<file path="src/rtl/zind_seq_pkg.sv">
// Shared definitions for the convolution z-index sequencer.
// Holds the state encoding, the default index width and the largest
// legal output length (2^ZW) that LOAD checks the configuration against.
package zind_seq_pkg;

  localparam int ZW_DEFAULT = 6;

  // Number of distinct z values a ZW-bit index can address.
  function automatic int zMaxOf(input int zw);
    return 1 << zw;
  endfunction

  localparam int ZMAX = zMaxOf(ZW_DEFAULT);

  typedef enum logic [2:0] {
    ST_IDLE  = 3'd0,
    ST_LOAD  = 3'd1,
    ST_REQ   = 3'd2,
    ST_WAIT  = 3'd3,
    ST_WRITE = 3'd4,
    ST_DONE  = 3'd5
  } zindState_e;

endpackage

</file>
<file path="src/rtl/zind_seq.sv">
// zind_seq: walks the output index z from 0 to sizex+sizey-2. For each z it
// raises a compute request to the MAC datapath, waits for the acknowledge,
// then pulses a one-cycle result-write strobe. It owns the only copy of the
// running z index.
//
// Ports:
//   clk         system clock, rising edge
//   rst_a       asynchronous active-high reset
//   start_i     single-cycle start request, sampled only while idle
//   abort_i     synchronous abort, honoured whenever busy
//   sizex_i     x sequence length, captured at start
//   sizey_i     y sequence length, captured at start
//   calc_req_o  compute request for zind_o, held until acknowledged
//   calc_ack_i  MAC completion for the current z, sampled only in WAIT
//   zind_o      current z index
//   wr_en_o     one-cycle result write strobe for zind_o
//   busy_o      high whenever the sequencer is not idle
//   done_o      one-cycle pulse when a run ends (normal or error)
//   err_o       sticky configuration error, cleared by the next start
module zind_seq
  import zind_seq_pkg::*;
#(
  parameter int ZW = ZW_DEFAULT
) (
  input  logic          clk,
  input  logic          rst_a,
  input  logic          start_i,
  input  logic          abort_i,
  input  logic [ZW-1:0] sizex_i,
  input  logic [ZW-1:0] sizey_i,
  output logic          calc_req_o,
  input  logic          calc_ack_i,
  output logic [ZW-1:0] zind_o,
  output logic          wr_en_o,
  output logic          busy_o,
  output logic          done_o,
  output logic          err_o
);

  localparam logic [ZW:0] ZLIMIT = (ZW+1)'(zMaxOf(ZW));

  zindState_e    state_q, state_d;
  logic [ZW-1:0] sizeX_q, sizeX_d;
  logic [ZW-1:0] sizeY_q, sizeY_d;
  logic [ZW-1:0] zind_q, zind_d;
  logic          err_q, err_d;
  logic          calcReq_q, calcReq_d;
  logic          wrEn_q, wrEn_d;
  logic          busy_q, busy_d;
  logic          done_q, done_d;

  logic [ZW:0]   zLen;
  logic          isLast;
  logic          cfgBad;

  // The length is formed one bit wider than the index so that the largest
  // legal run (2^ZW entries) is representable and an oversize sum is visible.
  assign zLen   = {1'b0, sizeX_q} + {1'b0, sizeY_q} - (ZW+1)'(1);
  assign isLast = ({1'b0, zind_q} == (zLen - (ZW+1)'(1)));
  assign cfgBad = (sizeX_q == '0) || (sizeY_q == '0) || (zLen > ZLIMIT);

  // Next-state logic. The normal walk is decided first; an abort while busy
  // then overrides everything, so it beats both the acknowledge and start.
  // The output strobes are decoded from the next state so that they leave
  // the flops cleanly aligned with the state they belong to.
  always_comb begin
    state_d = state_q;
    sizeX_d = sizeX_q;
    sizeY_d = sizeY_q;
    zind_d  = zind_q;
    err_d   = err_q;

    unique case (state_q)
      ST_IDLE: begin
        if (start_i) begin
          sizeX_d = sizex_i;
          sizeY_d = sizey_i;
          err_d   = 1'b0;
          state_d = ST_LOAD;
        end
      end
      ST_LOAD: begin
        if (cfgBad) begin
          err_d   = 1'b1;
          state_d = ST_DONE;
        end else begin
          zind_d  = '0;
          state_d = ST_REQ;
        end
      end
      ST_REQ: begin
        state_d = ST_WAIT;
      end
      ST_WAIT: begin
        if (calc_ack_i) begin
          state_d = ST_WRITE;
        end
      end
      ST_WRITE: begin
        if (isLast) begin
          state_d = ST_DONE;
        end else begin
          zind_d  = zind_q + ZW'(1);
          state_d = ST_REQ;
        end
      end
      ST_DONE: begin
        state_d = ST_IDLE;
      end
      default: begin
        state_d = ST_IDLE;
      end
    endcase

    if (abort_i && (state_q != ST_IDLE)) begin
      state_d = ST_IDLE;
      zind_d  = '0;
      err_d   = err_q;
    end

    calcReq_d = (state_d == ST_REQ) || (state_d == ST_WAIT);
    wrEn_d    = (state_d == ST_WRITE);
    busy_d    = (state_d != ST_IDLE);
    done_d    = (state_d == ST_DONE);
  end

  // State, captured configuration, index and registered output flops.
  always_ff @(posedge clk or posedge rst_a) begin
    if (rst_a) begin
      state_q   <= ST_IDLE;
      sizeX_q   <= '0;
      sizeY_q   <= '0;
      zind_q    <= '0;
      err_q     <= 1'b0;
      calcReq_q <= 1'b0;
      wrEn_q    <= 1'b0;
      busy_q    <= 1'b0;
      done_q    <= 1'b0;
    end else begin
      state_q   <= state_d;
      sizeX_q   <= sizeX_d;
      sizeY_q   <= sizeY_d;
      zind_q    <= zind_d;
      err_q     <= err_d;
      calcReq_q <= calcReq_d;
      wrEn_q    <= wrEn_d;
      busy_q    <= busy_d;
      done_q    <= done_d;
    end
  end

  assign calc_req_o = calcReq_q;
  assign zind_o     = zind_q;
  assign wr_en_o    = wrEn_q;
  assign busy_o     = busy_q;
  assign done_o     = done_q;
  assign err_o      = err_q;

endmodule

</file>
<file path="config.mk">
export PLATFORM = sky130hd
export DESIGN_NAME = zind_seq
export DESIGN_NICKNAME = d
export VERILOG_FILES = /design/src/rtl/zind_seq_pkg.sv /design/src/rtl/zind_seq.sv
export SDC_FILE = /design/constraint.sdc
export NUM_CORES = 1
export LEC_CHECK = 0
export CELL_PAD_IN_SITES_DETAIL_PLACEMENT = 0
export CELL_PAD_IN_SITES_GLOBAL_PLACEMENT = 2
export CORE_ASPECT_RATIO = 1.5
export CORE_UTILIZATION = 30
export DETAILED_ROUTE_END_ITERATION = 16
export MAX_ROUTING_LAYER = met4
export PLACE_DENSITY_LB_ADDON = 0.1
export REMOVE_ABC_BUFFERS = 1
export SLEW_MARGIN = 25
export SYNTH_ARGS = -nofsm -noshare
export SYNTH_HDL_FRONTEND = slang
export SYNTH_SLANG_ARGS = --single-unit
</file>
<file path="constraint.sdc">
create_clock -name clk -period 8.9 [get_ports clk]
set_input_delay 1.78 -clock clk [delete_from_list [all_inputs] [get_ports clk]]
set_output_delay 1.78 -clock clk [all_outputs]
set_load 0.03 [all_outputs]
</file>
== After elaboration in Yosys (flattened, before gate mapping) ==
Cells that the tools add are included.
Operators by class
  add/sub/neg operators: 4
  $mul: 0
  divide/modulo/power cells: 0
  $lt $le $gt $ge: 1
  equality and inequality tests: 13
  shifts and indexed selects: 0
  mux-type cells: 13
  bitwise gates (word level): 1
  reduce and logical (&&, ||, !) cells: 14
Operators by type and width (count)
  $mux 6: 3
  $mux 3: 5
  $pmux 3 s5: 1
  $sub 7x1->7 const B: 2
  $eq 3x2->1 const B: 4
  $logic_not 6->1: 2
  $pmux 6 s2: 1
  $eq 3x3->1 const B: 3
  $reduce_bool 3->1: 3
  $add 6x6->7: 1
  $eq 6x7->1: 1
  $gt 7x7->1 const B: 1
  $add 6x1->6 const B: 1
  $ne 3x3->1 const B: 2
  $ne 2x2->1 const B: 2
  $reduce_and 4->1: 1
  $eq 3x1->1 const B: 1
  $logic_not 3->1: 1
  $logic_or 1x1->1: 3
  $reduce_and 3->1: 1
  $mux 1: 2
  $pmux 1 s2: 1
  $reduce_and 2->1: 1
  $reduce_bool 2->1: 1
  2 further kinds: 2
Storage, ports and cells
  register bits after elaboration: 26
  bits in latches: 0
  RAM bits: 0
  memory bits (read-only): 0
  logic and storage cells: 55
  memories kept: 0

== Depth between registers and ports, before layout ==
  word-level depth: 9
  gate-level depth with buffers: 13
  depth with buffers taken out: 13

== Worst setup path before layout ==
OpenSTA, ideal clock, no wires.
  path kind: register -> register
  from: register sizeX_q[1]
  to: register zind_q[4] (netlist: zind_o[4])
  setup time: 0.126 ns
  arrival time: 3.103 ns
  slack: 5.671 ns
  cell stages (with the launch flop): 14
  path buffers: 0
  clock period less this slack: 3.229 ns
  cells stage by stage: dfrtp_1 inv_1 ha_1 inv_1 ha_1 inv_1 fa_1 xnor2_2 xnor3_1 or4_1 a21oi_2 o2111ai_4 and2_1 a221o_1
Between the ends
  cells in the longest elaborated chain, start to end: 6
  elaborated cells between the ends (all ways): 11
  those cells by class: add/sub: 3; order compare: 1; eq/ne: 3; reduce/logical: 4
RTL lines
  start: declaration: line zind_seq.sv:43  | logic [ZW-1:0] sizeX_q, sizeX_d;
  start signal: assignment: line zind_seq.sv:141  | sizeX_q <= sizeX_d;
  $add 6x6->7: line zind_seq.sv:58  | assign zLen = {1'b0, sizeX_q} + {1'b0, sizeY_q} - (ZW+1)'(1);
  $sub 7x1->7: line zind_seq.sv:58
  $sub 7x1->7 or $gt 7x7->1 (tied branches): line zind_seq.sv:59, zind_seq.sv:60
  $eq 6x7->1 or $logic_or 1x1->1 (tied branches): line zind_seq.sv:59, zind_seq.sv:60
  $ne 3x3->1 (no source line)
  $reduce_and 3->1 (no source line) *
  end signal: assignment: line zind_seq.sv:143  | zind_q <= zind_d;
  end: declaration: line zind_seq.sv:45  | logic [ZW-1:0] zind_q, zind_d;
Every way passes the cells marked *; elsewhere a longest branch is shown, timed or not.
A chain may end at the register's enable or synchronous reset.

== Final worst setup path ==
  from: register sizeY_q[1]
  to: register done_q (netlist: done_o)
Between the ends
  cells in the longest elaborated chain, start to end: 8
  elaborated cells between the ends (all ways): 13
  those cells by class: add/sub: 3; order compare: 1; eq/ne: 2; mux: 4; reduce/logical: 3
RTL lines
  start: declaration: line zind_seq.sv:44  | logic [ZW-1:0] sizeY_q, sizeY_d;
  start signal: assignment: line zind_seq.sv:142  | sizeY_q <= sizeY_d;
  $add 6x6->7: line zind_seq.sv:58
  $sub 7x1->7: line zind_seq.sv:58
  $sub 7x1->7 or $gt 7x7->1 (tied branches): line zind_seq.sv:59, zind_seq.sv:60
  $eq 6x7->1 or $logic_or 1x1->1 (tied branches): line zind_seq.sv:59, zind_seq.sv:60
  $mux 3, on equally long branches: line zind_seq.sv:100, zind_seq.sv:83
  $pmux 3 s5 *: line zind_seq.sv:73  | unique case (state_q)
  $mux 3 *: line zind_seq.sv:115  | if (abort_i && (state_q != ST_IDLE)) begin
  $eq 3x3->1 *: line zind_seq.sv:124  | done_d = (state_d == ST_DONE);
  named net done_d: line zind_seq.sv:50  | logic done_q, done_d;
  end signal: assignment: line zind_seq.sv:148  | done_q <= done_d;
  end: declaration: line zind_seq.sv:50
Mark *: on every way through the listed nets, which the timed path passes. The rest lies on a longest branch.

==> flow_metrics.env <==
export IMPL_endpoint_kind="flop"
export IMPL_min_period_over_period=0.394
export IMPL_fin_skew_ns=0.00523
export IMPL_drc_errors=0
export IMPL_grt_max_degree=27
export IMPL_final_instance_count_excl_fill=296
export IMPL_netlist_area_mm2=0.00178
export IMPL_fmax_ghz=0.285
export IMPL_crit_start="sizeY_q[1]"
export IMPL_post_cts_buffers=0
export IMPL_cp_start_kind="flop"
export IMPL_slew_viol_final=0
export IMPL_overflow=0
export IMPL_cts_max_path_buffers=2
export IMPL_syn2layout_area_growth_pct=24.0
export IMPL_yosysSeqAreaShare=0.365
export IMPL_slew_headroom=0.465
export IMPL_drv_cap=0
export IMPL_postSynth_asyncResetShare=1.00
export IMPL_hold_start="err_o"
export IMPL_antenna_found_initial=0
export IMPL_start_util=0.308
export IMPL_synthFlopType="dfrtp_1"
export IMPL_multi_input_area_mm2=0.00102
export IMPL_yosys_warnings=0
export IMPL_crit_fanout=10
export IMPL_h_tree_depth=1
export IMPL_wl_mm=4.32
export IMPL_insertion_delay_ns=0.28
export IMPL_drive_above_1_share=0.0848
export IMPL_cts_resized=0
export IMPL_firstDrtPassIters=4
export IMPL_gp_congestion=0.857
export IMPL_cp_required_ns=9.08
export IMPL_placedCellCount=292
export IMPL_via_count=1511
export IMPL_cts_tree="built"
export IMPL_cts_hold_buffers_added=0
export IMPL_core_mm2=0.00579
export IMPL_report_final_setup_viol=0
export IMPL_antenna_left=0
export IMPL_rows=34
export IMPL_ff_latch_area_um2=651
export IMPL_wl_per_cell_um=14.6
export IMPL_diodes=0
export IMPL_hold_class="reg -> reg"
export IMPL_track_usage=0.151
export IMPL_avgViaCountPerCell=5.10
export IMPL_dieHeight_um=96.4
export IMPL_regToRegStartpoint="sizeY_q[1]"
export IMPL_avgSynthCellArea_um2=9.05
export IMPL_first_iter_violations=94
export IMPL_dieArea_mm2=0.00626
export IMPL_n_fill_cell=610
export IMPL_setup_tns_ns=0
export IMPL_cts_sinks=26
export IMPL_hold_viol_final=0
export IMPL_worstMarginPinSlew_ns=0.801
export IMPL_portBuffers=27
export IMPL_status="finished clean"
export IMPL_io_pins=28
export IMPL_ys_ff_latch=26
export IMPL_dieWidth_um=64.9
export IMPL_cts_buffers=3
export IMPL_rsz0062_at_grt="no"
export IMPL_yosysUniqueCellTypes=47
export IMPL_crit_type="reg -> reg"
export IMPL_fin_nets=256
export IMPL_critPathArrivalTime_ns=3.68
export IMPL_synth_enable_flop_cells=0
export IMPL_cts_root_buf="clkbuf_8"
export IMPL_timing_hold_ws_ns=0.561
export IMPL_fin_crit_ns=3.51
export IMPL_syn_inst=197
export IMPL_grt_pass1_wl_mm=6.98
export IMPL_path_clk_slew_ns=0.10
export IMPL_dpl_hpwl_mm=3.33
export IMPL_grt_pass1_vias=1521
routing by layer:
layer,vias to the layer above,routed length (um),track usage
met5,-,0,-
met4,0,56,0.0537
met3,4,109,0.0141
met2,28,2410,0.286
met1,740,1750,0.161
li1,739,-,-
final cells by class:
cell class                 count  area share
clock buffer                   3      0.0187
clock inverter                 1      0.0136
inverter                      28      0.0475
multi-input combinational    139       0.463
sequential                    26       0.294
tap                           72      0.0407
timing repair buffer          27       0.122
worst max-delay path, stage by stage (launching register included):
cell and delay, ns:
dfrtp_1 0.38, inv_1 0.11, ha_1 0.24, inv_1 0.05, ha_1 0.15, inv_1 0.05
fa_1 0.41, xnor2_2 0.27, xnor3_1 0.34, or4_1 0.43, a21oi_2 0.17, o2111ai_4 0.23
a211o_1 0.29, a211oi_1 0.29
path summary, 6_finish.rpt:
kind	depth (start not counted)	slack, ns	end
max in group asynchronous	2	6.63	state_q[0]
min reg2reg	2	0.56	err_o
max	13	5.39	done_o
max reg2reg	13	5.39	done_o
min in group asynchronous	2	1.87	sizeY_q[2]
min	2	0.56	err_o
cell usage in the layout, fill, tap and decap left out, types with 2 or more instances in the layout:
master and n:
xnor2_1 3, o22ai_1 2, o211ai_1 3, a211oi_1 3, a221o_1 3, nand2_1 20
o21ai_0 20, o2bb2ai_1 2, a21oi_1 3, clkbuf_8 3, xnor3_1 2, nand4_1 3
and3_1 3, clkdlybuf4s50_1 27, dfrtp_1 26, inv_1 27, nand3_1 2, nor3b_1 2
nor2_1 11, xor2_1 3, or2_2 5, nor4b_1 2, and2_1 4, nor2b_1 3
ha_1 13, nand2b_1 3, nor3_1 2
through the flow:
step                setup slack [ns]  cell area [um2]   util
finish                          5.39             2210  0.382
global route                    5.24             2210  0.382
CTS                             5.36             2210  0.382
detailed placement              5.38             2140  0.370
global placement                5.28             2130  0.369
floorplan                       5.58             1770      -
Yosys cell counts (all sizes together), types with 4 or more instances:
cell type | n | share of area
o21ai | 20 | 0.056
inv | 28 | 0.059
clkbuf | 4 | 0.0084
ha | 13 | 0.091
xnor2 | 4 | 0.024
dfrtp | 26 | 0.36
nor2 | 11 | 0.023
and2 | 4 | 0.014
a21oi | 4 | 0.013
or2 | 5 | 0.018
nand2 | 20 | 0.042
sequential cells by signal, indices dropped and copies added (netlist names):
signal	flops
busy_o	1
calc_req_o	1
done_o	1
err_o	1
sizeX_q	6
sizeY_q	6
state_q	3
wr_en_o	1
zind_o	6
logic make-up (layout without fill, tap and decap cells):
family | Yosys count | count (layout) | share of synthesized area
multiplexers | 2 | 2 | 0.0119
AND/OR/NAND/NOR | 66 | 66 | 0.194
adder cells (fa/ha/maj) | 14 | 14 | 0.102
AO/OA/AOI/OAI | 48 | 48 | 0.195
buffers and inverters | 32 | 59 | 0.0674
XOR/XNOR | 9 | 9 | 0.0639
flip-flops | 26 | 26 | 0.365
Power is not shown: default switching activity piles up to over one toggle a cycle in this logic, so the estimate is an artifact.
